--- src/rtl/ray_column_scan_pkg.sv ---
// Shared definitions for the ray column scanner: FSM states and fixed-point constants.
package ray_column_scan_pkg;

   // Width of every signed Q8.8 coordinate, offset and distance
   localparam int Q_W = 16;

   // Distance reported for a column whose ray hits no wall
   localparam logic [Q_W-1:0] MISS_DIST = 16'h7FFF;

   typedef enum logic [2:0] {
      IDLE     = 3'd0,
      DIR_REQ  = 3'd1,
      DIR_CAP  = 3'd2,
      WALL_REQ = 3'd3,
      WALL_CAP = 3'd4,
      CAST     = 3'd5,
      EMIT     = 3'd6,
      FINISH   = 3'd7
   } state_t;

endpackage

--- src/rtl/ray_column_scan.sv ---
// Frame scanner: for each screen column, casts one ray against every wall via an
// external combinational caster, keeps the nearest hit, and hands the result out
// over a valid/ready handshake.
module ray_column_scan
   import ray_column_scan_pkg::*;
#(
   parameter int NUM_COLS = 160,
   parameter int WALL_AW  = 6,
   parameter int COL_AW   = 8
) (
   input  logic               clk,
   input  logic               reset_n,
   input  logic               start,
   input  logic [Q_W-1:0]     player_x,
   input  logic [Q_W-1:0]     player_y,
   input  logic [WALL_AW:0]   num_walls,
   output logic [COL_AW-1:0]  dir_addr,
   input  logic [Q_W-1:0]     dir_dx,
   input  logic [Q_W-1:0]     dir_dy,
   output logic [WALL_AW-1:0] wall_addr,
   input  logic [Q_W-1:0]     wall_x3,
   input  logic [Q_W-1:0]     wall_y3,
   input  logic [Q_W-1:0]     wall_x4,
   input  logic [Q_W-1:0]     wall_y4,
   output logic [Q_W-1:0]     rc_x1,
   output logic [Q_W-1:0]     rc_y1,
   output logic [Q_W-1:0]     rc_x2,
   output logic [Q_W-1:0]     rc_y2,
   output logic [Q_W-1:0]     rc_x3,
   output logic [Q_W-1:0]     rc_y3,
   output logic [Q_W-1:0]     rc_x4,
   output logic [Q_W-1:0]     rc_y4,
   input  logic               rc_hit,
   input  logic [Q_W-1:0]     rc_dist,
   input  logic [Q_W-1:0]     rc_uv,
   output logic               col_valid,
   input  logic               col_ready,
   output logic [COL_AW-1:0]  col_idx,
   output logic               col_hit,
   output logic [Q_W-1:0]     col_dist,
   output logic [Q_W-1:0]     col_uv,
   output logic [WALL_AW-1:0] col_wall,
   output logic               busy,
   output logic               done
);

   localparam logic [WALL_AW:0]  MAX_WALLS = (WALL_AW+1)'(1) << WALL_AW;
   localparam logic [COL_AW-1:0] LAST_COL  = COL_AW'(NUM_COLS - 1);

   state_t               state, state_next;
   logic [COL_AW-1:0]    column;
   logic [WALL_AW-1:0]   wall;
   logic [WALL_AW:0]     wall_count;
   logic [Q_W-1:0]       origin_x, origin_y;
   logic [Q_W-1:0]       best_dist, best_uv;
   logic [WALL_AW-1:0]   best_wall;
   logic                 best_hit;
   logic                 more_walls;
   logic                 last_col;

   // Widened so wall+1 cannot wrap when the clamped count is 2^WALL_AW
   assign more_walls = ({1'b0, wall} + (WALL_AW+1)'(1)) < wall_count;
   assign last_col   = (column == LAST_COL);

   // Memory addresses come straight from the loop counters; the memories register the read
   assign dir_addr  = column;
   assign wall_addr = wall;

   // Handshake and status outputs decode the registered state only
   assign col_valid = (state == EMIT);
   assign busy      = (state != IDLE) && (state != FINISH);
   assign done      = (state == FINISH);
   assign col_idx   = column;
   assign col_hit   = best_hit;
   assign col_dist  = best_dist;
   assign col_uv    = best_uv;
   assign col_wall  = best_wall;

   // State register
   always_ff @(posedge clk) begin
      if (!reset_n) state <= IDLE;
      else          state <= state_next;
   end

   // Next-state logic
   always_comb begin
      state_next = state;
      case (state)
         IDLE:     if (start) state_next = DIR_REQ;
         DIR_REQ:  state_next = DIR_CAP;
         DIR_CAP:  state_next = (wall_count == '0) ? EMIT : WALL_REQ;
         WALL_REQ: state_next = WALL_CAP;
         WALL_CAP: state_next = CAST;
         CAST:     state_next = more_walls ? WALL_REQ : EMIT;
         EMIT:     if (col_ready) state_next = last_col ? FINISH : DIR_REQ;
         FINISH:   state_next = IDLE;
         default:  state_next = IDLE;
      endcase
   end

   // Frame inputs, loop counters, caster operands and nearest-hit tracking
   always_ff @(posedge clk) begin
      if (!reset_n) begin
         column     <= '0;
         wall       <= '0;
         wall_count <= '0;
         origin_x   <= '0;
         origin_y   <= '0;
         best_dist  <= '0;
         best_uv    <= '0;
         best_wall  <= '0;
         best_hit   <= 1'b0;
         rc_x1      <= '0;
         rc_y1      <= '0;
         rc_x2      <= '0;
         rc_y2      <= '0;
         rc_x3      <= '0;
         rc_y3      <= '0;
         rc_x4      <= '0;
         rc_y4      <= '0;
      end else begin
         case (state)
            IDLE: begin
               if (start) begin
                  column     <= '0;
                  origin_x   <= player_x;
                  origin_y   <= player_y;
                  wall_count <= (num_walls > MAX_WALLS) ? MAX_WALLS : num_walls;
               end
            end
            DIR_CAP: begin
               rc_x1     <= origin_x;
               rc_y1     <= origin_y;
               rc_x2     <= origin_x + dir_dx;
               rc_y2     <= origin_y + dir_dy;
               best_dist <= MISS_DIST;
               best_uv   <= '0;
               best_wall <= '0;
               best_hit  <= 1'b0;
               wall      <= '0;
            end
            WALL_CAP: begin
               rc_x3 <= wall_x3;
               rc_y3 <= wall_y3;
               rc_x4 <= wall_x4;
               rc_y4 <= wall_y4;
            end
            CAST: begin
               // Strict compare: on a tie the earlier (lower-index) wall stays
               if (rc_hit && (rc_dist < best_dist)) begin
                  best_dist <= rc_dist;
                  best_uv   <= rc_uv;
                  best_wall <= wall;
                  best_hit  <= 1'b1;
               end
               if (more_walls) wall <= wall + WALL_AW'(1);
            end
            EMIT: begin
               if (col_ready && !last_col) column <= column + COL_AW'(1);
            end
            default: ;
         endcase
      end
   end

endmodule

--- config.mk ---
export PLATFORM = sky130hd
export DESIGN_NAME = ray_column_scan
export DESIGN_NICKNAME = d
export VERILOG_FILES = /design/src/rtl/ray_column_scan_pkg.sv /design/src/rtl/ray_column_scan.sv
export SDC_FILE = /design/constraint.sdc
export NUM_CORES = 1
export LEC_CHECK = 0
export ABC_CLOCK_PERIOD_IN_PS = 3400
export CAP_MARGIN = 20
export CORE_ASPECT_RATIO = 0.9
export CORE_UTILIZATION = 46
export DETAILED_ROUTE_END_ITERATION = 6
export PLACE_DENSITY = 0.84
export SETUP_SLACK_MARGIN = 0.1
export SKIP_CTS_REPAIR_TIMING = 1
export SLEW_MARGIN = 20
export SYNTH_ARGS = -nofsm -noshare
export SYNTH_HDL_FRONTEND = slang
export SYNTH_SLANG_ARGS = --single-unit
--- constraint.sdc ---
create_clock -name clk -period 3.4 [get_ports clk]
set_clock_uncertainty 0.1 [all_clocks]
set_input_delay 0.85 -clock clk [delete_from_list [all_inputs] [get_ports clk]]
set_output_delay 0.85 -clock clk [all_outputs]
set_load 0.05 [all_outputs]
Yosys cells after proc, flatten, opt, wreduce, memory -nomap -nowiden
Cells that the tools add are included.
{"block": "word_totals", "regBits": 223, "input_bits": 172, "output_inout_bits": 192, "word_cells": 74}
{"block": "op_classes", "addsub": 5, "n_lt_le_gt_ge": 3, "n_eq_ne": 14, "muxes": 20, "n_reduce_logical": 14}
{"operator": "$pmux W16 S2", "n": 2}
{"operator": "$add A16 B16 Y16", "n": 2}
{"operator": "$mux W16", "n": 2}
{"operator": "$pmux W3 S8", "n": 1}
{"operator": "$pmux W6 S2", "n": 2}
{"operator": "$lt A16 B16 Y1", "n": 1}
{"operator": "$mux W8", "n": 2}
{"operator": "$pmux W8 S2", "n": 1}
{"operator": "$mux W3", "n": 5}
{"operator": "$eq A3 B3 Y1 const B", "n": 4}
{"operator": "$mux W6", "n": 2}
{"operator": "$add A8 B1 Y8 const B", "n": 1}
{"operator": "$eq A8 B8 Y1 const B", "n": 1}
{"operator": "$reduce_and A2 Y1", "n": 4}
{"operator": "$add A6 B1 Y7 const B", "n": 1}
{"operator": "$gt A7 B7 Y1 const B", "n": 1}
{"operator": "$logic_not A7 Y1", "n": 1}
{"operator": "$lt A7 B7 Y1", "n": 1}
{"operator": "$mux W7", "n": 1}
{"operator": "$add A6 B1 Y6 const B", "n": 1}
{"operator": "$eq A3 B2 Y1 const B", "n": 2}
{"operator": "$ne A2 B2 Y1 const B", "n": 3}
{"operator": "$ne A2 B1 Y1 const B", "n": 2}
{"operator": "$reduce_bool A2 Y1", "n": 2}
{"operator": "9 further kinds", "n": 11}

Logic depth before layout (Yosys ltp)
{"block": "depth", "word_depth": 5, "depth_mapped": 11, "ltp_nobuf": 10}

Worst setup path after synthesis
OpenSTA, ideal clock, no wires.
{"block": "synth_timing", "path_kind": "input to register", "startpoint": "input dir_dx[9]", "endpoint": "register rc_x2[14]", "setup_time_ns": 0.117, "t_arrival_ns": 2.666, "required_time_ns": 3.183, "setup_slack_ns": 0.516, "path_stages": 8, "n_path_buf": 0, "cell_sequence": "ha_1 > a21oi_2 > o21ai_2 > or2_0 > or3_1 > o211a_1 > or3_1 > a32o_1"}
{"block": "synth_via", "elab_chain_cells": 1}
{"element": "from (decl)", "line": "ray_column_scan.sv:18", "rtl": "input logic [Q_W-1:0] dir_dx,"}
{"element": "$add A16 B16 Y16", "line": "ray_column_scan.sv:134", "rtl": "rc_x2 <= origin_x + dir_dx;"}
{"element": "to (signal assigned)", "line": "ray_column_scan.sv:134"}
{"element": "to (decl)", "line": "ray_column_scan.sv:27", "rtl": "output logic [Q_W-1:0] rc_x2,"}
No other way between the ends.
A chain may end at the register's enable or synchronous reset.

Final worst setup path
{"block": "layout_timing", "startpoint": "register state[1]", "endpoint": "output busy"}
{"block": "layout_via", "elab_chain_cells": 2, "elab_cells_between_ends": 3, "classes_between": "eq/ne (1); reduce/logical (2)"}
{"element": "from (decl)", "line": "ray_column_scan.sv:50", "rtl": "state_t state, state_next;"}
{"element": "from (signal assigned)", "line": "ray_column_scan.sv:82", "rtl": "else state <= state_next;"}
{"element": "$ne A3 B3 Y1 / $reduce_bool A3 Y1 (equally long branches)", "line": "ray_column_scan.sv:71", "rtl": "assign busy = (state != IDLE) && (state != FINISH);"}
{"element": "$logic_and A1 B1 Y1 *", "line": "ray_column_scan.sv:71"}
{"element": "to (decl)", "line": "ray_column_scan.sv:43", "rtl": "output logic busy,"}
Mark *: on every way between the ends. The rest lies on a longest branch, timed or not.

==> results by group <==
Routing
  – Drt wl/cell: 16.33 um
  – Drt via density: 5.151
  – Vias: about 9,700
  – DR iter-0 viols: about 480
  – Pre-antenna DRT Iters: 5
  – Total Wirelength: 30,820 um
  – Routed Antenna Nets: 0
  – Post-route DRC: 0

Synth
  – Fraction of registers with async set/reset: 0%
  – Post-Synth Adder-Cell Area: 6.765%
  – Top_reg_cell synth: dfxtp_1
  – Flops & latches, synth: 223
  – Post-Syn Nets: 1,472
  – Post-synthesis cell count: around 1,200
  – Avg Cell Area, Syn: roughly 8.3 um2
  – Post-synth top area share: a little over two fifths
  – Multiplexer share of the synthesized area: 3.864%
  – Fraction of the mapped netlist area in compound gates: 19.25%
  – Share of synthesized cell area in and, or, nand and nor gates: 20.52%
  – Sequential share of the synthesized area: 42.95%
  – Synth area leaders: dfxtp_1 (43%), nand2_1 (14%), a21boi_0 (11%)
  – Main combinational cell family by area after synthesis: simple AND/OR/NAND/NOR gates
  – Post-synth EDFFs: 0
  – Mapped cell area: 10,390 um2
  – Yosys top cell by area: dfxtp_1
  – Syn. warnings: 0
  – Netlist cell types: 55
  – Xor-xnor portion of the synthesized cell area: 2.106%

Cells and area
  – Non-Filler Instances: approximately 1,900
  – P&R area growth vs syn: 45.69%
  – Fill cells: around 1,700
  – Util after Layout: 69.19%
  – FF/Latch Area: approximately 4500 um2
  – Layout cells sized above 1: 5.013%
  – Diode count: 0
  – Nets: around 1,800
  – Fin area: 15,140 um2
  – Footprint of the multi-input gates: ~5500 um2

Floorplanning
  – Die footprint: 23,200 um2
  – Ports: ~360
  – Die Y: 144.6 um
  – Row count: 51
  – Die width: 160.5 um
  – Total core area: 21,890 um2
  – Starting Density: a little under half

Setup path
  – CP required: 2.45 ns
  – RR Startpoint: wall_addr[0]$_SDFFE_PN0P_
  – Start point of the critical path: state[1]$_SDFFE_PN0P_
  – Critical path type: reg2out
  – Critical Path AT: approximately 2.2 ns
  – Crit path max fanout: 11
  – Crit end category: primary output
  – Startpoint types: register

STA
  – Unrepaired setup endpoints after global routing: no
  – Fin crit period: 3.102 ns
  – Hold Fails Final Rpt: 0
  – Setup ws final: 0.2979 ns
  – Final setup violating endpoints: 0
  – Final hold slack: between 0.3 and 0.4 ns
  – Tcrit/Tclk final: 91.24%
  – Rel. slew slack: a little over two fifths
  – Count of pins over their slew limit: 0
  – Final TNS setup: 0 ns
  – FMAX: about 0.32 GHz
  – Slew @ Worst Pin: 0.8497 ns

Power
  – Share of total power in combinational logic: about a quarter
  – Sequential Power Share: 38.4%
  – Sw frac: 31.60%
  – Total power: 7.620 mW
  – Int Power: 5.212 mW
  – Max VDD drop: between 0.0004 and 0.0005 V
  – Switch Pwr: 2.408 mW
  – Leakage: 5.529 nW
  – Clock power share: 36.2%
  – Power Dens Cells: 503.2 nW/um2

Clock tree
  – Clk root buf: clkbuf_16
  – Clk_lat worst skew: 0.51 ns
  – Clock slew at reported path FFs: 0.06 ns
  – TritonCTS buffer count: 25
  – Clock sinks: approximately 220
  – Htree depth: 1
  – CTS tree: yes
  – Max Root-Sink Buffers: 3

Worst hold path
  – Hold crit path type: reg2reg
  – Hold Path Origin: col_uv[3]$_SDFFE_PN0P_

Placed design
  – Placed instance count: about 1,800
  – Buffers on Ports: 363
  – Placed Area: 14,300 um2
  – Place WS: -0.1093 ns
  – Placer Congestion: 0.8809
  – Hpwl dp: about 22,000 um

GRT
  – Largest net degree at the start of global routing: 63
  – Tot GR Track Use: 25.42%
  – Initial antenna violation count: 0
  – Global route overflow: 0
  – Vias in the first global route: 9,250
  – First-pass GRT wire length: 47,410 um

Flow run
  – Max cap viols: 0

Status
  – Outcome: complete, no violations
## cells by family (layout without fill, tap and decap cells)
family,after synthesis,count (layout)
simple gates,502,502
compound gates,287,287
flops,223,223
buf+inv,113,464
fa+ha+maj,55,55
mux,40,40
xor+xnor,25,25
## layout make-up
cell class | count | share of cell area [%]
multi-input combinational | 909 | 36.24
sequential | 223 | 29.48
timing repair buffer | 390 | 25.58
clock buffer | 31 | 4.544
tap | 291 | 2.404
clock inverter | 13 | 1.008
inverter | 30 | 0.7436
## final timing paths
kind	to	slack, ns	cells past startpoint
worst max-delay path	busy	0.30	3
worst min-delay path	col_uv[3]$_SDFFE_PN0P_	0.35	2
worst max register to register	wall_addr[0]$_SDFFE_PN0P_	0.71	11
worst min register to register	col_uv[3]$_SDFFE_PN0P_	0.35	2
## power groups by stage
stage,combinational (mW),sequential (mW),clock (mW)
floorplan,0.767,3.39,0
finish,1.94,2.93,2.76
global placement,1.90,2.97,0
global route,2.09,2.95,2.91
CTS,1.94,2.93,2.81
detailed placement,1.93,2.98,0
## layout by cell type, fill, tap and decap left out, types with 12 or more instances in the layout
| cell type | synthesis | layout |
|---|---|---|
| xnor2_1 | 13 | 13 |
| buf_4 | 9 | 25 |
| clkbuf_16 | 0 | 25 |
| nand2_1 | 376 | 375 |
| xor2_1 | 12 | 12 |
| o21a_1 | 15 | 15 |
| dfxtp_1 | 223 | 223 |
| a21oi_1 | 24 | 24 |
| a21boi_0 | 148 | 148 |
| clkdlybuf4s50_1 | 0 | 361 |
| mux2i_1 | 39 | 39 |
| inv_1 | 30 | 30 |
| and2_1 | 17 | 16 |
| nand3_1 | 15 | 15 |
| o21ai_0 | 47 | 47 |
| ha_1 | 53 | 53 |
| nor2_1 | 26 | 26 |
## Yosys cell counts (all sizes together) (9+ instances only)
cell type  number
nand2         376
dfxtp         223
a21boi        148
clkbuf         63
ha             53
o21ai          49
mux2i          39
inv            30
nor2           26
a21oi          25
buf            20
and2           17
nand3          15
o21a           15
xnor2          13
nand2b         12
xor2           12
a21o           11
nor3           11
nand3b          9
nor2b           9
## worst max-delay path: stages, from the launching register on
cell and delay, ns:
dfxtp_1 0.41, and3_1 0.24, nor2_1 0.10, clkdlybuf4s50_1 0.89
## layer usage
metal | global-route usage [%] | share of wire [%] | up-vias
met4 | 8.371 | 2.7 | 0
met2 | 44.84 | 48 | 265
met1 | 30.02 | 43 | 4560
li1 | - | - | 4838
met3 | 6.682 | 6.8 | 56
met5 | 0 | 0 | -
## registers in the layout, indices dropped and copies added, names as in the netlist, 3 cells and up
name,count
rc_y3,16
rc_x2,16
origin_y,16
rc_x4,16
wall_addr,6
wall_count,7
origin_x,16
col_idx,8
rc_y2,16
rc_y4,16
rc_x1,16
col_uv,16
rc_x3,16
rc_y1,16
col_dist,16
state,3
col_wall,6
Power figures use the tool's default switching activity.
